## src/rtl/spc_reg_file_p.sv

```systemverilog
// spc_reg_file_p
//   Parametrised special-register file for the single-cycle computer.
//   Holds ZR/SP/LR/PC/CPSR plus optional scratch registers (index >= 8), with
//   hardware PC sequencing, branch-with-link, bounded SP push/pop, NZCV flag
//   update and two combinational user read ports. All state is clocked.
//
//   Index map: 0 ZR, 1-3 reserved (plain R/W), 4 SP, 5 LR, 6 PC, 7 CPSR.
//
// Ports
//   clk                   clock, all updates on the rising edge
//   reset                 asynchronous active-low reset
//   rd_addr_a/rd_data_a   user read port A (combinational, pre-edge value)
//   rd_addr_b/rd_data_b   user read port B (combinational, pre-edge value)
//   wr_en/wr_addr/wr_data user write port
//   pc_inc                advance PC by PC_STEP
//   br_valid/br_target    load PC from br_target
//   br_link               with br_valid: LR <= PC + PC_STEP (pre-edge PC)
//   sp_push/sp_pop        SP -/+ SP_STEP with bounds check
//   flags_we/flags_in     load CPSR[DATA_W-1:DATA_W-4] with N,Z,C,V
//   fault_clr             clear sticky sp_fault
//   pc/sp/lr/cpsr         direct views of the special registers
//   sp_fault              sticky stack over/underflow indicator
//
// There is no request/response handshake on this block: every strobe is a
// single-cycle command that takes effect on the next rising edge.
module spc_reg_file_p #(
  parameter int               DATA_W   = 32,
  parameter int               NUM_REGS = 8,
  parameter int               ADDR_W   = $clog2(NUM_REGS),
  parameter int unsigned      PC_STEP  = 4,
  parameter int unsigned      SP_STEP  = 4,
  parameter logic [DATA_W-1:0] SP_TOP  = 'h0000_1000,
  parameter logic [DATA_W-1:0] SP_BOT  = 'h0000_0800
) (
  input  logic              clk,
  input  logic              reset,
  input  logic [ADDR_W-1:0] rd_addr_a,
  output logic [DATA_W-1:0] rd_data_a,
  input  logic [ADDR_W-1:0] rd_addr_b,
  output logic [DATA_W-1:0] rd_data_b,
  input  logic              wr_en,
  input  logic [ADDR_W-1:0] wr_addr,
  input  logic [DATA_W-1:0] wr_data,
  input  logic              pc_inc,
  input  logic              br_valid,
  input  logic [DATA_W-1:0] br_target,
  input  logic              br_link,
  input  logic              sp_push,
  input  logic              sp_pop,
  input  logic              flags_we,
  input  logic [3:0]        flags_in,
  input  logic              fault_clr,
  output logic [DATA_W-1:0] pc,
  output logic [DATA_W-1:0] sp,
  output logic [DATA_W-1:0] lr,
  output logic [DATA_W-1:0] cpsr,
  output logic              sp_fault
);

  localparam int IDX_ZR   = 0;
  localparam int IDX_SP   = 4;
  localparam int IDX_LR   = 5;
  localparam int IDX_PC   = 6;
  localparam int IDX_CPSR = 7;

  localparam logic [DATA_W-1:0] PC_INC_V = DATA_W'(PC_STEP);
  localparam logic [DATA_W-1:0] SP_INC_V = DATA_W'(SP_STEP);

  logic [DATA_W-1:0] regs_q [NUM_REGS];
  logic [DATA_W-1:0] regs_d [NUM_REGS];
  logic              sp_fault_q, sp_fault_d;

  logic user_wr;
  logic wr_pc;
  logic push_only, pop_only;
  logic push_bad, pop_bad;
  logic fault_set;

  // ZR storage is never written, but reads are gated as well so the
  // zero guarantee does not depend on that.
  assign rd_data_a = (int'(rd_addr_a) == IDX_ZR) ? '0 : regs_q[rd_addr_a];
  assign rd_data_b = (int'(rd_addr_b) == IDX_ZR) ? '0 : regs_q[rd_addr_b];

  assign pc       = regs_q[IDX_PC];
  assign sp       = regs_q[IDX_SP];
  assign lr       = regs_q[IDX_LR];
  assign cpsr     = regs_q[IDX_CPSR];
  assign sp_fault = sp_fault_q;

  assign user_wr   = wr_en && (int'(wr_addr) != IDX_ZR);
  assign wr_pc     = wr_en && (int'(wr_addr) == IDX_PC);
  assign push_only = sp_push && !sp_pop;
  assign pop_only  = sp_pop && !sp_push;
  // Bounds compared without forming SP-STEP / SP+STEP so wrap cannot hide a fault.
  assign push_bad  = regs_q[IDX_SP] < (SP_BOT + SP_INC_V);
  assign pop_bad   = regs_q[IDX_SP] > (SP_TOP - SP_INC_V);
  assign fault_set = (push_only && push_bad) || (pop_only && pop_bad);

  always_comb begin
    regs_d     = regs_q;
    sp_fault_d = sp_fault_q;

    // Generic user write first; special-register rules below override it.
    if (user_wr) regs_d[wr_addr] = wr_data;

    // PC: branch > user write > increment > hold.
    if (br_valid)            regs_d[IDX_PC] = br_target;
    else if (!wr_pc && pc_inc) regs_d[IDX_PC] = regs_q[IDX_PC] + PC_INC_V;

    // Link uses the pre-edge PC and beats a user write to LR.
    if (br_valid && br_link) regs_d[IDX_LR] = regs_q[IDX_PC] + PC_INC_V;

    // Any stack op owns SP for the cycle, including push+pop (net no change).
    if (sp_push || sp_pop) regs_d[IDX_SP] = regs_q[IDX_SP];
    if (push_only && !push_bad) regs_d[IDX_SP] = regs_q[IDX_SP] - SP_INC_V;
    if (pop_only  && !pop_bad)  regs_d[IDX_SP] = regs_q[IDX_SP] + SP_INC_V;

    // Flags overlay the top nibble of whatever CPSR would otherwise become.
    if (flags_we) regs_d[IDX_CPSR][DATA_W-1 -: 4] = flags_in;

    if (fault_clr) sp_fault_d = 1'b0;
    if (fault_set) sp_fault_d = 1'b1;

    regs_d[IDX_ZR] = '0;
  end

  always_ff @(posedge clk or negedge reset) begin
    if (!reset) begin
      for (int i = 0; i < NUM_REGS; i++) regs_q[i] <= '0;
      regs_q[IDX_SP] <= SP_TOP;
      sp_fault_q     <= 1'b0;
    end else begin
      regs_q     <= regs_d;
      sp_fault_q <= sp_fault_d;
    end
  end

endmodule

```

## config.mk

```make
export PLATFORM = sky130hd
export DESIGN_NAME = spc_reg_file_p
export DESIGN_NICKNAME = d
export VERILOG_FILES = /design/src/rtl/spc_reg_file_p.sv
export SDC_FILE = /design/constraint.sdc
export NUM_CORES = 1
export LEC_CHECK = 0
export CAP_MARGIN = 30
export CORE_MARGIN = 2
export CORE_UTILIZATION = 58
export DETAILED_ROUTE_END_ITERATION = 8
export PLACE_DENSITY_LB_ADDON = 0.25
export SYNTH_ARGS = -nofsm -noshare
export SYNTH_HDL_FRONTEND = slang
export SYNTH_SLANG_ARGS = --single-unit
```

## constraint.sdc

```tcl
create_clock -name clk -period 5.7 [get_ports clk]
set_input_delay 0.57 -clock clk [delete_from_list [all_inputs] [get_ports clk]]
set_output_delay 0.57 -clock clk [all_outputs]
set_load 0.01 [all_outputs]
```

### Word-level counts from Yosys, hierarchy flattened

Index checks and enable logic that the tools add are counted.

* flip-flop bits (word level): 225
* output and inout bits: 193

* add/subtract/negate cells: 3
* order comparisons: 6
* eq/ne operators: 2
* mux-type cells: 21
* bitwise operators: 3
* reduce and logical (&&, ||, !) cells: 27

Operators with widths (count)
* $mux 32: 13
* $bwmux 256: 1
* $bmux 32 s3: 2
* $mux 128: 1
* $demux 32 s3: 1
* $add 32x3->32 const B: 2
* $gt 32x12->1 const B: 1
* $lt 32x12->1 const B: 1
* $sub 32x3->32 const B: 1
* $ge 4x4->1 const B: 3
* $not 3->4: 3
* $logic_and 1x1->1: 11
* $reduce_bool 3->1: 3
* $logic_not 3->1: 2
* $reduce_bool 2->1: 3
* $logic_not 1->1: 5
* $lt 4x1->1 const B: 1
* $mux 4: 1
* $eq 3x2->1 const B: 1
* $ne 3x1->1 const B: 1
* $logic_or 1x1->1: 2
* $mux 1: 2
* $reduce_and 2->1: 1

### Longest topological paths before layout

* depth in word-level cells: 10
* mapped depth: 10

### Worst setup path before layout

No wires, ideal clock.

* kind: input -> output
* start point: input port rd_addr_a[1]
* end point: output port rd_data_a[15]
* arrival: 2.188 ns
* slack: 2.942 ns
* cell stages on the path: 5
* path through: clkbuf_1 buf_1 mux4_2 inv_1 a21oi_1

* word-level cells in the longest chain between the ends: 5
* elaborated cells between the ends (all ways): 6

RTL lines
* start: declaration: RTL line 37 `input logic [ADDR_W-1:0] rd_addr_a,`
* $not 3->4 (not written as such): RTL line 81 `assign rd_data_a = (int'(rd_addr_a) == IDX_ZR) ? '0 : regs_q[rd_addr_a];`
* $bmux 32 s3: RTL line 81
* $mux 32 (not written as such) (2 in a row): RTL line 81
* $mux 32 *: RTL line 81
* end: declaration: RTL line 38 `output logic [DATA_W-1:0] rd_data_a,`

Every way passes the cells marked *; elsewhere a longest branch is shown, timed or not. The select of a mux whose other input is x is not followed.

### Worst setup path in the final report

* start point: input port rd_addr_b[0]
* end point: output port rd_data_b[3]

* word-level cells in the longest chain between the ends: 5
* elaborated cells between the ends (all ways): 6

RTL lines
* start: declaration: RTL line 39 `input logic [ADDR_W-1:0] rd_addr_b,`
* $not 3->4 (not written as such): RTL line 82 `assign rd_data_b = (int'(rd_addr_b) == IDX_ZR) ? '0 : regs_q[rd_addr_b];`
* $bmux 32 s3: RTL line 82
* $mux 32 (not written as such) (2 in a row): RTL line 82
* $mux 32 *: RTL line 82
* end: declaration: RTL line 40 `output logic [DATA_W-1:0] rd_data_b,`

Marks and branches as above.

==> impl_metrics.py <==
metrics = {
    "run_status": {
        "status": "finished clean",
    },
    "floorplan": {
        "io_pins": 280,
        "die_y_um": 167,
        "die_x_um": 167,
        "initial_utilization_pct": 59.2,
        "dieArea_um2": 27900,
        "core_area_um2": 26100,
        "row_count": 59,
    },
    "critical_path": {
        "rr_endpoint": "sp[25]$_DFFE_PN0P_",
        "path_max_fanout": 34,
        "path_class": "input port to primary output",
        "critical-path-max-stage-delay_ps": 650,
        "r2r_start": "sp[24]$_DFFE_PN0P_",
        "crit_path_end": "rd_data_b[3]",
        "start_kind": "input port",
        "crit_slowest_cell": "buf_2",
        "r2r_cells": 6,
        "cp-end-kind": "primary output",
        "startpoint": "rd_addr_b[0]",
        "r2r_setup_slack_ps": 2310,
        "worstPathRequired_ps": 5130,
        "critPathArrivalTime_ps": 3100,
        "crit_chain": "buf_2 > buf_4 > mux4_2 > nand2_1 > o21ai_0 > clkdlybuf4s50_1",
    },
    "pwr": {
        "seq_power_share_pct": 40.2,
        "swShare_pct": 32.2,
        "power.internal_w": 0.00392,
        "clock_power_share_pct": 29.3,
        "p_leak_nw": 7.38,
        "ir_drop_v": 0.000241,
        "p_switching_w": 0.00186,
        "power_frac_comb_pct": 30.6,
        "powerDensity_nw_per_um2": 317,
    },
    "drt": {
        "drt_wl_total_um": 49400,
        "routedWlPerCell_um": 25.3,
        "dr.pass1.iters": 8,
        "drt_iter0_markers": 1566,
        "drcViolationCount": 0,
        "vias_per_cell": 6.76,
        "ant_nets": 0,
        "vias": 13199,
    },
    "logic_synthesis": {
        "synth_fp_nets": 1621,
        "yosys.area.top_type_share_pct": 36.3,
        "synth-edff-count": 0,
        "ys_ff_latch": 225,
        "ys_warn_count": 0,
        "synth_cells": 1531,
        "synthTopCellsByArea": "dfrtp_1, mux2_2, mux4_2, buf_4, a21oi_1",
        "synth.largest_area_cell": "dfrtp_1",
        "synth-seq-area-share_pct": 36.5,
        "synthArstFlopShare_pct": 100,
        "synth_area_um2": 15400,
        "synth_ff_type": "dfrtp_1",
        "synth_area_per_cell_um2": 10.1,
        "ys_types": 70,
    },
    "sta": {
        "timing.slew.headroom_pct": 28.4,
        "fmax_mhz": 272,
        "setup_tns_ps": 0,
        "min_period_ps": 3670,
        "setup_viol": 0,
        "hold_slack_ps": 125,
        "post-route-period-util_pct": 64.4,
        "clock_skew_ps": 22.3,
        "finalWorstSetupSlack_ps": 2030,
        "rsz0062_at_grt": "no",
        "worst_pin_slew_ps": 1070,
        "hold_viol_final": 0,
        "slew_violations": 0,
    },
    "layout": {
        "drive_above_1_share_pct": 22.1,
        "stdcell_count": 1952,
        "antenna_cells": 0,
        "syn2layout_area_growth_pct": 18.2,
        "layout_commonest_cell": "clkdlybuf4s50_1",
        "nNetsFinal": 1691,
        "fin_util_pct": 70.0,
        "fill_cells": 1957,
        "layout_common_cells": "clkdlybuf4s50_1, dfrtp_1, mux2_2",
    },
    "global_routing": {
        "first_global_vias": 13237,
        "grt_max_degree": 123,
        "antenna_found_initial": 0,
        "grt_overflow": 0,
        "track_usage_pct": 34.9,
        "grt_first_pass_wirelength_um": 77200,
    },
    "job": {
        "drv_cap": 0,
    },
    "clocking": {
        "h-tree-depth": 1,
        "cts_num_sinks": 225,
        "cts_root_buffer": "clkbuf_16",
        "cts-resized-gates": 0,
        "post_cts_buffers": 0,
        "holdBufCountCts": 0,
        "cts_buffers": 26,
        "cts_tree": "built",
        "clkTransAtPathRegs_ps": 60,
        "clock_latency_ps": 540,
        "clockBufferDepth": 3,
    },
    "hold_path": {
        "hold_class": "input port to asynchronous set/reset pin",
    },
    "placed_design": {
        "placedCellCount": 1906,
        "io_buffers": 279,
        "place_congestion": 0.879,
        "place_worst_setup_slack_ps": 2040,
        "hpwl_um": 31400,
    },
}
## power by group through the flow
| stage | clock, W | sequential [W] | combinational, W |
|---|---|---|---|
| final | 0.00169 | 0.00232 | 0.00177 |
| after global routing | 0.00176 | 0.00235 | 0.00189 |
| after CTS | 0.00170 | 0.00230 | 0.00176 |
| after detailed placement | 0 | 0.00232 | 0.00174 |
| after global placement | 0 | 0.00230 | 0.00170 |
| after floorplan | 0 | 0.00211 | 0.00129 |
## worst max-delay path, delay by kind of cell
kind | cells | cell delay [ps]
AO/OA/AOI/OAI | 1 | 100
buffers and inverters | 3 | 1740
AND/OR/NAND/NOR | 1 | 70
multiplexers | 1 | 560
## cells by family (layout without fill, tap and decap cells)
group,count (synthesis),after routing,share of synthesized area (%)
flip-flops,225,225,36.5
XOR/XNOR,57,57,3.23
adder cells (fa/ha/maj),3,3,0.243
buffers and inverters,304,390,10.6
AO/OA/AOI/OAI,312,312,12.6
AND/OR/NAND/NOR,333,333,10.6
multiplexers,297,297,26.2
## registers in the layout, summed over array words and instances, names as in the netlist
signal	flops
regs_q	96
cpsr	32
lr	32
pc	32
sp	32
sp_fault	1
## final cells by class
type / instances / area, um2 / share of cell area, %
well taps: 335 / 419 / 2.30
clock inverters: 6 / 83.8 / 0.460
flip-flops and latches: 225 / 5630 / 30.9
inverters: 45 / 169 / 0.926
clock buffers: 38 / 757 / 4.15
multi-input cells: 1002 / 8200 / 45.0
repair buffers: 301 / 2970 / 16.3
## layer usage
| metal | vias up | track usage [%] | routed length, um |
|---|---|---|---|
| met4 | 0 | 14.2 | 1780 |
| li1 | 5605 | - | - |
| met2 | 822 | 54.2 | 23000 |
| met5 | - | 0 | 0 |
| met1 | 6640 | 49.4 | 20100 |
| met3 | 132 | 5.70 | 4570 |
## through the flow
step	instance area (um2)	power (W)
2_1_floorplan	15400	0.00340
3_3_place_gp	17300	0.00400
3_5_place_dp	17300	0.00406
4_1_cts	18200	0.00575
5_1_grt	18200	0.00601
6_report	18200	0.00578
## worst min path at each step
| stage | endpoint | slack, ps | cells after the start |
|---|---|---|---|
| final | cpsr[18]$_DFFE_PN0P_ | 130 | 1 |
| after global routing | cpsr[18]$_DFFE_PN0P_ | 190 | 1 |
| after CTS | cpsr[18]$_DFFE_PN0P_ | 200 | 1 |
| after detailed placement | regs_q[136]$_DFFE_PN0P_ | 510 | 1 |
| after global placement | regs_q[142]$_DFFE_PN0P_ | 500 | 1 |
| after floorplan | cpsr[0]$_DFFE_PN0P_ | 270 | 0 |
## synthesized netlist by cell type, types with 32 or more instances
cell type / instances
mux4_2: 62
inv_1: 45
nor3_1: 41
clkbuf_1: 100
buf_4: 128
a21oi_1: 109
nor2_1: 59
a221oi_1: 36
mux2_2: 204
a22oi_1: 32
o21ai_0: 85
nand2_1: 121
xor2_1: 33
dfrtp_1: 224
Power figures use the tool's default switching activity.
